**src/rtl/hdmi_pixel_packer.sv**
```systemverilog
// rtl/hdmi_pixel_packer.sv - packs 24-bit HDMI pixels into 32-bit LE words behind a FWFT FIFO
module hdmi_pixel_packer #(
    parameter int FIFO_DEPTH = 16,
    parameter int WCNT_W     = 20
) (
    input  logic                          clk,
    input  logic                          rst_n,
    input  logic [23:0]                   pix_data,
    input  logic                          pix_de,
    input  logic                          pix_vs,
    output logic [31:0]                   word_data,
    output logic                          word_sof,
    output logic                          word_valid,
    input  logic                          word_ready,
    output logic [$clog2(FIFO_DEPTH):0]   fifo_level,
    output logic                          overflow,
    input  logic                          ovf_clear,
    output logic                          frame_done,
    output logic [WCNT_W-1:0]             frame_words
);

    localparam int AW = $clog2(FIFO_DEPTH);

    typedef enum logic [1:0] {PH0, PH1, PH2, PH3} phase_t;

    phase_t              phase, phase_nxt;
    logic                vs_d;
    logic                armed;
    logic                sof_pend;
    logic [23:0]         hold;
    logic [WCNT_W-1:0]   wcnt, wcnt_inc;
    logic                rise, fall, pix_take;
    logic                push;
    logic [31:0]         push_data;

    logic [32:0]         mem [FIFO_DEPTH];
    logic [AW:0]         wr_ptr, rd_ptr;
    logic [32:0]         head;
    logic                full, pop, wr_en, drop;

    // Falls only matter once armed, so a reset mid-frame cannot flush or report a partial frame.
    assign rise     = pix_vs & ~vs_d;
    assign fall     = ~pix_vs & vs_d & armed;
    assign pix_take = armed & pix_vs & pix_de & ~rise;

    always_comb begin
        phase_nxt = phase;
        push      = 1'b0;
        push_data = '0;
        if (rise) begin
            phase_nxt = PH0;
        end else if (fall) begin
            phase_nxt = PH0;
            case (phase)
                PH1: begin push = 1'b1; push_data = {8'h00, hold};        end
                PH2: begin push = 1'b1; push_data = {16'h0, hold[23:8]};  end
                PH3: begin push = 1'b1; push_data = {24'h0, hold[23:16]}; end
                default: ;
            endcase
        end else if (pix_take) begin
            case (phase)
                PH0: phase_nxt = PH1;
                PH1: begin
                    phase_nxt = PH2;
                    push      = 1'b1;
                    push_data = {pix_data[7:0], hold};
                end
                PH2: begin
                    phase_nxt = PH3;
                    push      = 1'b1;
                    push_data = {pix_data[15:0], hold[23:8]};
                end
                default: begin
                    phase_nxt = PH0;
                    push      = 1'b1;
                    push_data = {pix_data, hold[23:16]};
                end
            endcase
        end
    end

    assign wcnt_inc = (push && (wcnt != '1)) ? wcnt + 1'b1 : wcnt;

    // vs_d resets high so a frame already active when reset lifts is not seen as a rise.
    always_ff @(posedge clk or negedge rst_n) begin
        if (!rst_n) begin
            phase       <= PH0;
            vs_d        <= 1'b1;
            armed       <= 1'b0;
            sof_pend    <= 1'b0;
            hold        <= '0;
            wcnt        <= '0;
            frame_done  <= 1'b0;
            frame_words <= '0;
        end else begin
            phase      <= phase_nxt;
            vs_d       <= pix_vs;
            frame_done <= fall;
            wcnt       <= rise ? '0 : wcnt_inc;
            if (rise) armed <= 1'b1;
            if (pix_take) hold <= pix_data;
            if (rise) sof_pend <= 1'b1;
            else if (push) sof_pend <= 1'b0;
            if (fall) frame_words <= wcnt_inc;
        end
    end

    assign fifo_level = wr_ptr - rd_ptr;
    assign full       = (fifo_level == (AW+1)'(FIFO_DEPTH));
    assign word_valid = (wr_ptr != rd_ptr);
    assign pop        = word_valid & word_ready;
    assign wr_en      = push & (~full | pop);
    assign drop       = push & full & ~pop;
    assign head       = mem[rd_ptr[AW-1:0]];
    assign word_data  = word_valid ? head[31:0] : 32'h0;
    assign word_sof   = word_valid & head[32];

    always_ff @(posedge clk) begin
        if (wr_en) mem[wr_ptr[AW-1:0]] <= {sof_pend, push_data};
    end

    always_ff @(posedge clk or negedge rst_n) begin
        if (!rst_n) begin
            wr_ptr   <= '0;
            rd_ptr   <= '0;
            overflow <= 1'b0;
        end else begin
            if (wr_en) wr_ptr <= wr_ptr + 1'b1;
            if (pop)   rd_ptr <= rd_ptr + 1'b1;
            if (ovf_clear) overflow <= 1'b0;
            else if (drop) overflow <= 1'b1;
        end
    end

endmodule
```
**config.mk**
```make
export PLATFORM = sky130hd
export DESIGN_NAME = hdmi_pixel_packer
export DESIGN_NICKNAME = d
export VERILOG_FILES = /design/src/rtl/hdmi_pixel_packer.sv
export SDC_FILE = /design/constraint.sdc
export NUM_CORES = 1
export LEC_CHECK = 0
export CORE_UTILIZATION = 26
export CTS_BUF_LIST = sky130_fd_sc_hd__clkbuf_2
export DETAILED_ROUTE_END_ITERATION = 10
export HOLD_SLACK_MARGIN = 0.12
export PLACE_DENSITY = 0.41
export SLEW_MARGIN = 40
export SYNTH_ARGS = -nofsm -noshare
export SYNTH_HDL_FRONTEND = slang
export SYNTH_SLANG_ARGS = --single-unit
```
**constraint.sdc**
```tcl
create_clock -name clk -period 15.1 [get_ports clk]
set_clock_uncertainty 0.1 [all_clocks]
set_input_delay 1.51 -clock clk [delete_from_list [all_inputs] [get_ports clk]]
set_output_delay 1.51 -clock clk [all_outputs]
set_load 0.005 [all_outputs]
```
# Word level (Yosys, flattened, before mapping)
# Memories as Yosys holds them, arrays and structs flattened.
# Cells that the tools add are included.
# Widths: inputs -> output; s select.
[word_totals]
reg_bits = 81
ram_bits = 528
out_inout_bits = 61
in_bits = 30
n_memories = 1
[mem_list]
columns = ["memory", "depth", "width", "rd", "rd_ports_with_merged_regs", "wr", "line", "text"]
rows = [
  ["mem", 16, 33, 1, 0, 1, "36", "logic [32:0] mem [FIFO_DEPTH];"],
]
[classes]
bitwise = 17
n_reduce_logical = 6
add_sub_neg = 4
muxes = 23
n_eq_ne = 6
[ops]
columns = ["cell", "count"]
rows = [
  ["$mux 32", 4],
  ["$pmux 32 s3", 1],
  ["$pmux 24 s3", 1],
  ["$mux 20", 2],
  ["$add 20x1->20 const B", 1],
  ["$ne 20x20->1 const B", 1],
  ["$and 1x1->1", 11],
  ["$mux 1", 11],
  ["$add 5x1->5 const B", 2],
  ["$mux 2", 3],
  ["$pmux 2 s3", 1],
  ["$eq 5x5->1 const B", 1],
  ["$ne 5x5->1", 1],
  ["$not 1->1", 5],
  ["$sub 5x5->5", 1],
  ["$eq 2x2->1 const B", 2],
  ["$reduce_bool 2->1", 2],
  ["$reduce_bool 3->1", 1],
  ["$reduce_or 3->1", 1],
  ["$eq 2x1->1 const B", 1],
  ["$logic_not 2->1", 1],
  ["$logic_and 1x1->1", 1],
  ["$or 1x1->1", 1],
]

# Longest topological paths before layout
[logic_depth]
depth_word = 11
depth_mapped = 13
mapped_depth_nobuf = 9

# Least setup slack after synthesis
# OpenSTA, ideal clock, no wires.
[synth_timing]
kind = "reg2reg"
startpoint = "register rd_ptr[2]"
endpoint = "memory mem[0][0] (enable)"
period_less_slack_ps = 6278
t_required_ps = 14482
n_path_buf = 3
arrival_ps = 5660
setup_slack_ps = 8822
path_stages_with_launch = 11
cell_sequence = "dfrtp_1 > buf_2 > clkbuf_1 > inv_2 > buf_2 > ha_1 > o21ai_0 > a21boi_0 > o2111ai_2 > nand2_2 > nor4b_1"
[synth_via]
elab_chain_len = 7
word_cells_on_any_way = 9
[synth_rtl]
columns = ["item", "line", "text"]
rows = [
  ["start: declaration", "37", "logic [AW:0] wr_ptr, rd_ptr;"],
  ["start signal: assignment", "129", "if (pop) rd_ptr <= rd_ptr + 1'b1;"],
  ["$sub 5x5->5", "108", "assign fifo_level = wr_ptr - rd_ptr;"],
  ["$eq 5x5->1", "109", "assign full = (fifo_level == (AW+1)'(FIFO_DEPTH));"],
  ["$not 1->1", "112", "assign wr_en = push & (~full | pop);"],
  ["$or 1x1->1 (*)", "112", ""],
  ["$and 1x1->1 (*)", "112", ""],
  ["$mux 1 (*)", "119", "if (wr_en) mem[wr_ptr[AW-1:0]] <= {sof_pend, push_data};"],
  ["$mux 1 (implied by the code) (*)", "119", ""],
  ["end: declaration", "36", ""],
]
# Every way passes the cells marked *; elsewhere a longest branch is shown, timed or not.

# Final worst setup path
[layout_timing]
startpoint = "register rd_ptr[0]"
endpoint = "output word_data[14]"
[layout_via]
elab_chain_len = 2
word_cells_on_any_way = 3
[layout_rtl]
columns = ["item", "line", "text"]
rows = [
  ["$mem_v2 16x33 or $ne 5x5->1 (tied branches)", "n/a", ""],
  ["$mux 32 (*)", "115", "assign word_data = word_valid ? head[31:0] : 32'h0;"],
  ["end: declaration", "11", "output logic [31:0] word_data,"],
]
# Marked as above.

==> flow_summary.json <==
{
  "status": "finished, final reports clean",
  "ys.flop_type": "edfxtp_1",
  "worst_slew_pin_slew_ns": 0.877,
  "async_flop_share_pct": 13.3,
  "die_w_um": 310,
  "startpoint_type": "register",
  "vias_per_cell": 4.59,
  "hold_viol": 0,
  "htreeDepth": 4,
  "reg2reg_slack_ns": 10.50,
  "fmax_ghz": 0.158,
  "ant_nets": 0,
  "grt_pass1_vias": 14891,
  "arrival_ns": 4.73,
  "required_ns": 13.49,
  "wire_per_inst_um": 22.9,
  "cts_tree": "built",
  "cp_slowest_stage_delay_ns": 0.59,
  "dr.first_iter.drc_count": 1020,
  "dpl.hpwl_mm": 38.3,
  "cts_buffers": 163,
  "fp.dieH_um": 310,
  "r2r_start": "wr_ptr[3]",
  "clk_pin_slew_ns": 0.09,
  "postSynthAreaPerCell_um2": 17.5,
  "path_class": "reg -> out",
  "max_slew_margin_pct": 41.5,
  "grt_max_degree": 61,
  "cap_viol_max_count": 0,
  "start_util_pct": 26.3,
  "yosysUniqueCellTypes": 57,
  "min_period_ns": 6.34,
  "slew_violations": 0,
  "hold_path_class": "reg -> reg",
  "fp.coreArea_mm2": 0.0936,
  "dieArea_mm2": 0.0961,
  "portBuffers": 90,
  "ys_warn_count": 0,
  "ir_drop_mv": 0.128,
  "r2r.worst_path.cells": 10,
  "routed_wl_mm": 69.4,
  "min_from": "hold[1]",
  "fin_setup_tns_ns": 0,
  "nNetsFinal": 1690,
  "gr-total-overflow": 0,
  "worstSetupStartpoint": "rd_ptr[0]",
  "synth_nets": 1458,
  "io_pins": 91,
  "clockRootBuffer": "clkbuf_2",
  "p_per_area_mw_per_mm2": 160,
  "via_count": 13894,
  "ys_ff_latch": 609,
  "end_kind": "output pin",
  "track_usage_pct": 14.9,
  "synthCells": 1412,
  "r2r-end": "mem[10][15]",
  "cts.sink_count": 609,
  "period_share_pct": 42.0,
  "clockBufferDepth": 3,
  "setup_viol": 0,
  "rsz0062_at_grt": "no",
  "clk_latency_ns": 1.32,
  "antenna_found_initial": 4,
  "crit_fanout": 52,
  "rows": 112,
  "grt_pass1_wl_mm": 102,
  "drive_gt1_share_pct": 29.5,
  "synth-edff-count": 528,
  "cp_cell_sequence": "buf_12 -> buf_16 -> buf_6 -> mux4_2 -> nand2_1 -> and3_1 -> a211oi_1 -> clkdlybuf4s50_1",
  "slowest_stage": "clkdlybuf4s50_1",
  "syn2layout_area_growth_pct": 17.8,
  "power.leakage_nw": 10.1,
  "ys_seq_area_share_pct": 72.5,
  "drc": 0,
  "finalPower_mw": 4.64,
  "syn-cell-area_mm2": 0.0247,
  "drtPass1Iterations": 5,
  "gp_congestion": 0.767,
  "crit_end": "word_data[14]"
}
==> per-stage QoR <==
| stage | util, % | instances | hold WS (ns) | setup slack (ns) | cell area [um2] |
|---|---|---|---|---|---|
| 6_report | 31.0 | 3030 | 0.392 | 8.76 | 29000 |
| 5_1_grt | 31.0 | 3030 | 0.357 | 8.27 | 29000 |
| 4_1_cts | 31.0 | 3023 | 0.341 | 8.31 | 29000 |
| 3_5_place_dp | 29.3 | 2732 | 0.369 | 9.84 | 27400 |
| 3_3_place_gp | 29.1 | 2727 | 0.360 | 9.64 | 27300 |
| 2_1_floorplan | - | 1412 | 0.346 | 8.82 | 24700 |
==> layout make-up <==
type | instances | area, um2
Multi-Input combinational cell | 707 | 6500
Clock buffer | 254 | 1270
Clock inverter | 36 | 288
Inverter | 14 | 52.6
Antenna cell | 7 | 17.5
Tap cell | 1254 | 1570
Fill cell | 9378 | 64600
Sequential cell | 609 | 17900
Timing Repair Buffer | 149 | 1440
==> cell usage in the layout (no fill, tap or decap), drive strengths merged, types with 2 or more instances in the layout <==
cell	count
nor4	2
clkdlybuf4s50	89
clkbuf	254
nand3	15
o211ai	3
diode	7
nand4	5
a22oi	16
o2111ai	3
o31ai	2
xor2	10
a21oi	27
nand2	192
o21ai	53
a211oi	33
nor2b	5
edfxtp	528
xnor2	19
nand3b	2
nor2	57
dfrtp	80
nor4b	4
clkinv	25
or2	3
mux2	2
nor3	11
inv	19
bufinv	5
a221o	8
mux2i	34
and3	42
ha	15
buf	59
mux4	132
==> critical path: cells and delay by family (launching register included) <==
| kind | cells | cell delay (ns) |
|---|---|---|
| flip-flops | 1 | 0.49 |
| AND/OR/NAND/NOR | 2 | 0.25 |
| multiplexers | 1 | 0.35 |
| AO/OA/AOI/OAI | 1 | 0.41 |
| buffers and inverters | 4 | 1.83 |
==> worst min-delay path by stage <==
| stage | endpoint | slack (ns) | cells past startpoint |
|---|---|---|---|
| after global routing | wcnt[8] | 0.36 | 2 |
| after floorplan | hold[0] | 0.35 | 2 |
| after global placement | hold[6] | 0.36 | 2 |
| after detailed placement | hold[6] | 0.37 | 2 |
| final | hold[1] | 0.39 | 2 |
| after CTS | wcnt[10] | 0.34 | 2 |
==> per-layer routing <==
layer  GRT usage [%]  up-vias  routed length [um]
met1            20.9     7250               32700
met3            3.80       93                4190
met4            4.59        0                1060
met2            22.5      427               31500
li1                -     6124                   -
met5               0        -                   0
==> power breakdown <==
group	internal, mW	leakage [nW]	switching (mW)
Clock	0.529	1.20	0.687
Sequential	1.87	5.94	0.0798
Combinational	0.727	2.98	0.745
==> logic make-up (layout without fill, tap and decap cells) <==
| kind of cell | Yosys count | count (layout) | share of synthesized area [%] |
|---|---|---|---|
| flip-flops | 609 | 609 | 72.5 |
| other | 0 | 7 | 0 |
| AND/OR/NAND/NOR | 344 | 344 | 6.38 |
| XOR/XNOR | 29 | 29 | 1.03 |
| buffers and inverters | 96 | 453 | 1.74 |
| adder cells (fa/ha/maj) | 16 | 16 | 0.842 |
| AO/OA/AOI/OAI | 150 | 150 | 3.94 |
| multiplexers | 168 | 168 | 13.5 |
==> synth_stat cells (all sizes together) (27+ instances only) <==
master	count	area (um2)
dfrtp	80	2000
and3	42	263
mux2i	34	340
buf	28	174
mux4	132	2970
o21ai	53	265
nand2	192	726
a21oi	27	135
edfxtp	528	15900
clkbuf	54	203
nor2	57	216
a211oi	33	248
==> repair_timing <==
| item | 4_1_cts | 5_1_grt |
|---|---|---|
| setup buffers | 0 | 0 |
| hold buffers | 1 | 0 |
| gates resized for setup | 0 | 0 |
| hold endpoints to repair | 21 | 0 |
==> flip-flops by register name, summed over array words and instances, names as in the netlist <==
register	cells
wcnt	20
armed	1
frame_words	20
sof_pend	1
rd_ptr	5
frame_done	1
phase	2
hold	24
vs_d	1
mem	528
wr_ptr	5
overflow	1
(Power assumes the default switching activity.)
